### src/rtl/uv_mb_scheduler.sv
`default_nettype none
// ============================================================================
// Module      : uv_mb_scheduler
// Description : Raster-order macroblock sequencer for the chroma mode-decision
//               engine: load request, datapath start, result handoff per MB.
// Revision    : 1.0 - initial release
// ============================================================================
module uv_mb_scheduler #(
    parameter int XW = 10,
    parameter int CW = 20
) (
    input  logic          clk,
    input  logic          rst_n,
    input  logic          frame_start,
    input  logic [XW-1:0] mb_w,
    input  logic [XW-1:0] mb_h,
    output logic          src_req,
    input  logic          src_ack,
    output logic          pick_start,
    output logic [XW-1:0] pick_x,
    output logic [XW-1:0] pick_y,
    input  logic          pick_done,
    output logic          res_valid,
    input  logic          res_ready,
    output logic          busy,
    output logic          frame_done,
    output logic [CW-1:0] mb_count
);

    typedef enum logic [2:0] {
        ST_IDLE  = 3'd0,
        ST_LOAD  = 3'd1,
        ST_START = 3'd2,
        ST_RUN   = 3'd3,
        ST_WRITE = 3'd4,
        ST_NEXT  = 3'd5,
        ST_FIN   = 3'd6
    } state_t;

    state_t        state_q, state_d;
    logic [XW-1:0] w_q, w_d;
    logic [XW-1:0] h_q, h_d;
    logic [XW-1:0] x_q, x_d;
    logic [XW-1:0] y_q, y_d;
    logic [CW-1:0] cnt_q, cnt_d;
    logic          last_col;
    logic          last_row;

    assign last_col = (x_q == w_q - XW'(1));
    assign last_row = (y_q == h_q - XW'(1));

    always_ff @(posedge clk or negedge rst_n) begin
        if (!rst_n) begin
            state_q <= ST_IDLE;
            w_q     <= '0;
            h_q     <= '0;
            x_q     <= '0;
            y_q     <= '0;
            cnt_q   <= '0;
        end else begin
            state_q <= state_d;
            w_q     <= w_d;
            h_q     <= h_d;
            x_q     <= x_d;
            y_q     <= y_d;
            cnt_q   <= cnt_d;
        end
    end

    always_comb begin
        state_d = state_q;
        w_d     = w_q;
        h_d     = h_q;
        x_d     = x_q;
        y_d     = y_q;
        cnt_d   = cnt_q;
        case (state_q)
            ST_IDLE: begin
                if (frame_start) begin
                    w_d   = mb_w;
                    h_d   = mb_h;
                    x_d   = '0;
                    y_d   = '0;
                    cnt_d = '0;
                    // An empty frame still reports completion through FIN.
                    state_d = ((mb_w == '0) || (mb_h == '0)) ? ST_FIN : ST_LOAD;
                end
            end
            ST_LOAD: begin
                if (src_ack) state_d = ST_START;
            end
            ST_START: begin
                state_d = ST_RUN;
            end
            ST_RUN: begin
                if (pick_done) state_d = ST_WRITE;
            end
            ST_WRITE: begin
                if (res_ready) state_d = ST_NEXT;
            end
            ST_NEXT: begin
                cnt_d = cnt_q + CW'(1);
                if (last_col) begin
                    // Last MB keeps its coordinates at (w-1, h-1).
                    if (last_row) begin
                        state_d = ST_FIN;
                    end else begin
                        x_d     = '0;
                        y_d     = y_q + XW'(1);
                        state_d = ST_LOAD;
                    end
                end else begin
                    x_d     = x_q + XW'(1);
                    state_d = ST_LOAD;
                end
            end
            ST_FIN: begin
                state_d = ST_IDLE;
            end
            default: begin
                state_d = ST_IDLE;
            end
        endcase
    end

    assign src_req    = (state_q == ST_LOAD);
    assign pick_start = (state_q == ST_START);
    assign res_valid  = (state_q == ST_WRITE);
    assign frame_done = (state_q == ST_FIN);
    assign busy       = (state_q != ST_IDLE);
    assign pick_x     = x_q;
    assign pick_y     = y_q;
    assign mb_count   = cnt_q;

endmodule
`default_nettype wire

### config.mk
export PLATFORM = sky130hd
export DESIGN_NAME = uv_mb_scheduler
export DESIGN_NICKNAME = d
export VERILOG_FILES = /design/src/rtl/uv_mb_scheduler.sv
export SDC_FILE = /design/constraint.sdc
export NUM_CORES = 1
export LEC_CHECK = 0
export ABC_CLOCK_PERIOD_IN_PS = 3700
export CELL_PAD_IN_SITES_DETAIL_PLACEMENT = 0
export CELL_PAD_IN_SITES_GLOBAL_PLACEMENT = 2
export CORE_ASPECT_RATIO = 1.5
export CORE_MARGIN = 2
export CORE_UTILIZATION = 30
export DETAILED_ROUTE_END_ITERATION = 8
export GPL_ROUTABILITY_DRIVEN = 0
export GPL_TIMING_DRIVEN = 1
export HOLD_SLACK_MARGIN = 0.08
export PLACE_DENSITY = 0.78
export REMOVE_ABC_BUFFERS = 1
export SYNTH_ARGS = -nofsm -noshare
export SYNTH_HDL_FRONTEND = slang
export SYNTH_SLANG_ARGS = --single-unit
export TNS_END_PERCENT = 1
### constraint.sdc
create_clock -name clk -period 3.7 [get_ports clk]
set_input_delay 0.37 -clock clk [delete_from_list [all_inputs] [get_ports clk]]
set_output_delay 0.37 -clock clk [all_outputs]
set_load 0.03 [all_outputs]
---- Word level (Yosys, flattened, before mapping) ----
Cells that the tools add are included.
W data, S select, Z words.
cells by class
  reductions and logical operators ........ 11
  bitwise operators ....................... 0
  $mul .................................... 0
  muxes and demuxes ....................... 17
  $lt $le $gt $ge ......................... 0
  shifts and indexed selects .............. 0
  equal/unequal tests ..................... 15
  add/sub/neg operators ................... 5
  div/mod/pow operators ................... 0
operators by type and width
  kind                     number
  $mux W10                 5
  $pmux W10 S2             2
  $pmux W20 S2             1
  $mux W3                  7
  $add A10 B1 Y10 const B  2
  $add A20 B1 Y20 const B  1
  $eq A10 B10 Y1           2
  $logic_not A10 Y1        2
  $mux W20                 1
  $sub A10 B1 Y10 const B  2
  $pmux W3 S6              1
  $eq A3 B3 Y1 const B     3
  $ne A2 B2 Y1 const B     4
  $reduce_and A4 Y1        2
  $eq A3 B2 Y1 const B     2
  $ne A2 B1 Y1 const B     2
  $reduce_and A2 Y1        2
  $eq A3 B1 Y1 const B     1
  $logic_not A3 Y1         1
  $ne A3 B3 Y1 const B     1
  $reduce_and A3 Y1        1
  $reduce_bool A3 Y1       1
  $reduce_bool A2 Y1       1
  $logic_or A1 B1 Y1       1
storage, ports and cells
  bits of input ports ..................... 26
  RAM bits ................................ 0
  bits in registers ....................... 63
  bits in latches ......................... 0
  memories ................................ 0
  bits in read-only memories .............. 0

---- Longest topological paths before layout ----
  depth after elaboration ................. 5
  depth in mapped cells ................... 10
  gate-level depth less buffers ........... 9

---- Least setup slack after synthesis ----
Ideal clock, no wire load.
  path type ............................... register to register
  from .................................... reg w_q[0]
  to ...................................... reg y_q[8], in the netlist pick_y[8]
  cell stages (with the launch flop) ...... 11
  setup time .............................. 79 ps
  buffers on the path ..................... 1
  clock period less this slack ............ 2,755 ps
  arrival ................................. 2,676 ps
  slack ................................... 945 ps
  cells stage by stage .................... dfrtp_1 -> inv_1 -> ha_1 -> or4b_4 -> o41ai_2 -> nand3b_1 -> a2111oi_4 -> o211ai_4 -> buf_6 -> a211oi_2 -> mux2i_1
between the ends
  word-level cells in the longest chain between the ends .. 4
RTL lines
  element                      RTL line  source
  start, declared              41        logic [XW-1:0] w_q, w_d;
  start signal, assigned       62        w_q <= w_d;
  $sub A10 B1 Y10              49        assign last_col = (x_q == w_q - XW'(1));
  $eq A10 B10 Y1               49
  $ne A2 B2 Y1 (no line)       n/a
  $reduce_and A4 Y1 (no line)  n/a
  end signal, assigned         65        y_q <= y_d;
  end, declared                44        logic [XW-1:0] y_q, y_d;
No other way between the ends.
A chain may end at the register's enable or synchronous reset.

---- Worst setup path in the final report ----
  from .................................... reg w_q[0]
  to ...................................... reg y_q[9], in the netlist pick_y[9]
The elaborated chain is that of the path after synthesis.

==> impl_metrics.yaml <==
run_status:
  run_status: "completed"
setup_path:
  startpoint_of_the_worst_slack_reg_to_reg_timing_path: "w_q[0]"
  slowest_stage: "sky130_fd_sc_hd__a2111oi_4"
  crit_path_max_incr_delay_ns: 0.54
  critical_path_peak_fanout: 17
  rr_endpoint: "pick_y[9]"
  cp_top_family: "compound AO/OA/AOI/OAI gates"
  regToRegSetupSlack_ns: 0.57
  worst_ep_required_time_ns: 3.96
  startpoint_type_of_the_worst_setup_path: "flop"
  crit_path_cell_trace: "inv_1, ha_1, or4b_4, o41ai_2, nand3b_1, a2111oi_4, o211ai_4, a2111oi_4, mux2i_1"
  critPathCaptureType: "flop"
  setup.worst_path.class: "reg -> reg"
  count_of_cells_along_the_worst_register_to_register_path: 9
  cp_data_arrival_time_ns: 3.40
  critPathBufInv: 1
  total_number_of_cells_along_the_worst_setup_path: 9
  crit_top_cell: "sky130_fd_sc_hd__a2111oi_4"
timing:
  timing.setup.tns_ns: 0
  finalMaxSlewViolations: 0
  final_number_of_hold_violating_endpoints: 0
  grt_setup_unrepaired: "no"
  fin_crit_ns: 3.13
  clock-skew-final_ns: 0.00729
  finalSetupViolCount: 0
  post-route-period-util_pct: 84.6
  timing.fmax_ghz: 0.319
  max-slew-margin-rel_pct: 46.2
  tightestPinTransition_ns: 0.807
logic_synthesis:
  synth-main-ff-cell: "sky130_fd_sc_hd__dfrtp_1"
  synth.cell_area_um2: 3660
  post_synth_main_area_contributors: "sky130_fd_sc_hd__dfrtp_1 43%, sky130_fd_sc_hd__nand2_1 8.6%, sky130_fd_sc_hd__xnor2_1 4.1%, sky130_fd_sc_hd__o21ai_0 4.0%, sky130_fd_sc_hd__mux2i_1 3.8%"
  synth_cell_types: 52
  synth_largest_area_cell: "sky130_fd_sc_hd__dfrtp_1"
  ys_ff_latch: 63
  ys_seq_area_share_pct: 43.1
  synth-edff-count: 0
  ys_warn_count: 0
  post-synth-top-area-fraction_pct: 43.1
  postSynthAreaPerCell_um2: 8.90
  postSynthCellCount: 411
  postSynth.asyncResetShare_pct: 100
clock_network:
  cts.htree.levels: 3
  tritoncts.num_buffers: 9
  post_cts_resized: 0
  ctsRootBufferMaster: "sky130_fd_sc_hd__clkbuf_16"
  cts_tree: "yes"
  clkSlewWorstSetupHoldPaths_ns: 0.05
  clock_sink_count: 63
  clk_lat_worst_skew_ns: 0.34
  postCtsHoldBufs: 0
  cts_max_path_buffers: 2
  cts_post_setup_buffers_inserted: 0
layout:
  antenna_cells_inserted: 0
  final_nets: 511
  layout-area-overhead-vs-synth_pct: 31.3
  nFillCells: 1250
  utilization_pct: 40.1
  layout-drive-gt1-share_pct: 6.80
  layout.area.seq_um2: 1580
  finalInstanceArea_um2: 4800
  area_of_the_multi_input_gates_um2: 1980
  layout.cells.non_filler: 638
pwr:
  sequentialPowerShare_pct: 34.6
  power.switching_fraction_pct: 39.5
  p_leak_nw: 2.03
  power_density_nw_per_um2: 649
  internal-power_w: 0.00189
  max-vdd-ir-drop_uv: 272
  p_sw_w: 0.00123
  share_comb_of_total_power_pct: 38.1
  pwr-share-clk_pct: 27.3
global_routing:
  grt-ovfl-total: 0
  first_global_vias: 3202
  grt_antenna_before_repair: 0
  grt_max_degree: 36
  global_route.usage.total_pct: 15.9
  grt_pass1_wl_mm: 16.2
detailed_routing:
  drt_first_pass_iters: 4
  viasPerCell: 5.05
  via_count: 3225
  totalWireLength_mm: 9.80
  drc_errors: 0
  final_antenna_violating_net_count: 0
  drt_iter0_markers: 118
  avgRoutedWirePerCell_um: 15.4
floorplan:
  core_region_area_um2: 12000
  vertical_die_dimension_um: 139
  design.portCount: 71
  die-width_um: 94.1
  initial_core_util_pct: 30.6
  floorplan_die_area_um2: 13100
  placement_rows: 49
placed_design:
  dp_hpwl_mm: 7.26
  dpl.cell_count: 622
  port_buffers: 70
  placedInstanceArea_um2: 4500
hold_path:
  worst_hold_path_type: "in -> async"
flow_run:
  maxCapViolations: 0
metrics by stage:
step | hold WS (ns) | worst slack, ns | total power [W]
after floorplan | 0.0744 | 0.891 | 0.00189
after global placement | 0.463 | 0.655 | 0.00227
after detailed placement | 0.476 | 0.545 | 0.00229
after CTS | 0.156 | 0.534 | 0.00316
after global routing | 0.187 | 0.377 | 0.00335
final | 0.127 | 0.568 | 0.00312
flip-flops by register name, indices dropped and copies added, names as in the netlist:
name and flops:
mb_count 20, h_q 10, pick_x 10, pick_y 10
w_q 10, state_q 3
metal layers:
metal  GRT usage (%)  vias up  wire length, um
met2            28.1       73             5230
li1                -     1592                -
met5               0        -                0
met3            4.51       13              411
met4            5.49        0              182
met1            18.0     1547             3970
Yosys cell counts (5+ instances only):
cell / count
sky130_fd_sc_hd__xor2_1: 12
sky130_fd_sc_hd__ha_1: 5
sky130_fd_sc_hd__nor2_1: 22
sky130_fd_sc_hd__nand3_1: 26
sky130_fd_sc_hd__mux2i_1: 14
sky130_fd_sc_hd__nand2_1: 84
sky130_fd_sc_hd__o21ai_0: 29
sky130_fd_sc_hd__and3_1: 11
sky130_fd_sc_hd__nand2b_1: 5
sky130_fd_sc_hd__nand4_1: 6
sky130_fd_sc_hd__or3_1: 6
sky130_fd_sc_hd__xnor2_1: 17
sky130_fd_sc_hd__a31oi_1: 7
sky130_fd_sc_hd__dfrtp_1: 63
sky130_fd_sc_hd__nor2b_1: 5
sky130_fd_sc_hd__nor3_1: 8
sky130_fd_sc_hd__inv_1: 9
sky130_fd_sc_hd__a21oi_1: 17
sky130_fd_sc_hd__clkbuf_1: 12
power by group through the flow:
stage,clock [W],sequential (W),combinational (W)
after floorplan,0,0.00109,0.000793
after global placement,0,0.00109,0.00118
after detailed placement,0,0.00109,0.00120
after CTS,0.000868,0.00108,0.00121
after global routing,0.000909,0.00111,0.00133
final,0.000851,0.00108,0.00119
cell families after synthesis:
kind of cell	Yosys count	synth area share, %
multiplexers	15	4.14
buffers and inverters	24	2.70
XOR/XNOR	29	6.95
adder cells (fa/ha/maj)	5	1.71
AND/OR/NAND/NOR	196	26.0
AO/OA/AOI/OAI	79	15.4
flip-flops	63	43.1
final cells by class:
cell class / instances / share of cell area [%]
tap: 153 / 3.99
timing repair buffer: 73 / 15.0
sequential: 63 / 32.8
multi-input combinational: 324 / 41.3
inverter: 9 / 0.704
clock inverter: 6 / 1.25
clock buffer: 10 / 4.98
cell usage in the layout (no fill, tap or decap), types with 9 or more instances in the layout:
cell type                         Yosys  final
sky130_fd_sc_hd__dfrtp_1             63     63
sky130_fd_sc_hd__nor2_1              22     22
sky130_fd_sc_hd__nand3_1             26     26
sky130_fd_sc_hd__a21oi_1             17     17
sky130_fd_sc_hd__mux2i_1             14     14
sky130_fd_sc_hd__and3_1              11     11
sky130_fd_sc_hd__clkdlybuf4s50_1      0     69
sky130_fd_sc_hd__inv_1                9      9
sky130_fd_sc_hd__o21ai_0             29     29
sky130_fd_sc_hd__xnor2_1             17     17
sky130_fd_sc_hd__clkbuf_16            0      9
sky130_fd_sc_hd__nand2_1             84     84
sky130_fd_sc_hd__xor2_1              12     12
worst max path at each step:
stage	startpoint	end	slack, ns
3_5_place_dp	w_q[0]	pick_y[9]	0.54
4_1_cts	w_q[0]	pick_y[9]	0.53
3_3_place_gp	w_q[0]	pick_y[9]	0.65
2_1_floorplan	w_q[0]	pick_y[9]	0.89
5_1_grt	w_q[0]	pick_y[9]	0.38
6_report	w_q[0]	pick_y[9]	0.57
Power figures use the tool's default switching activity.
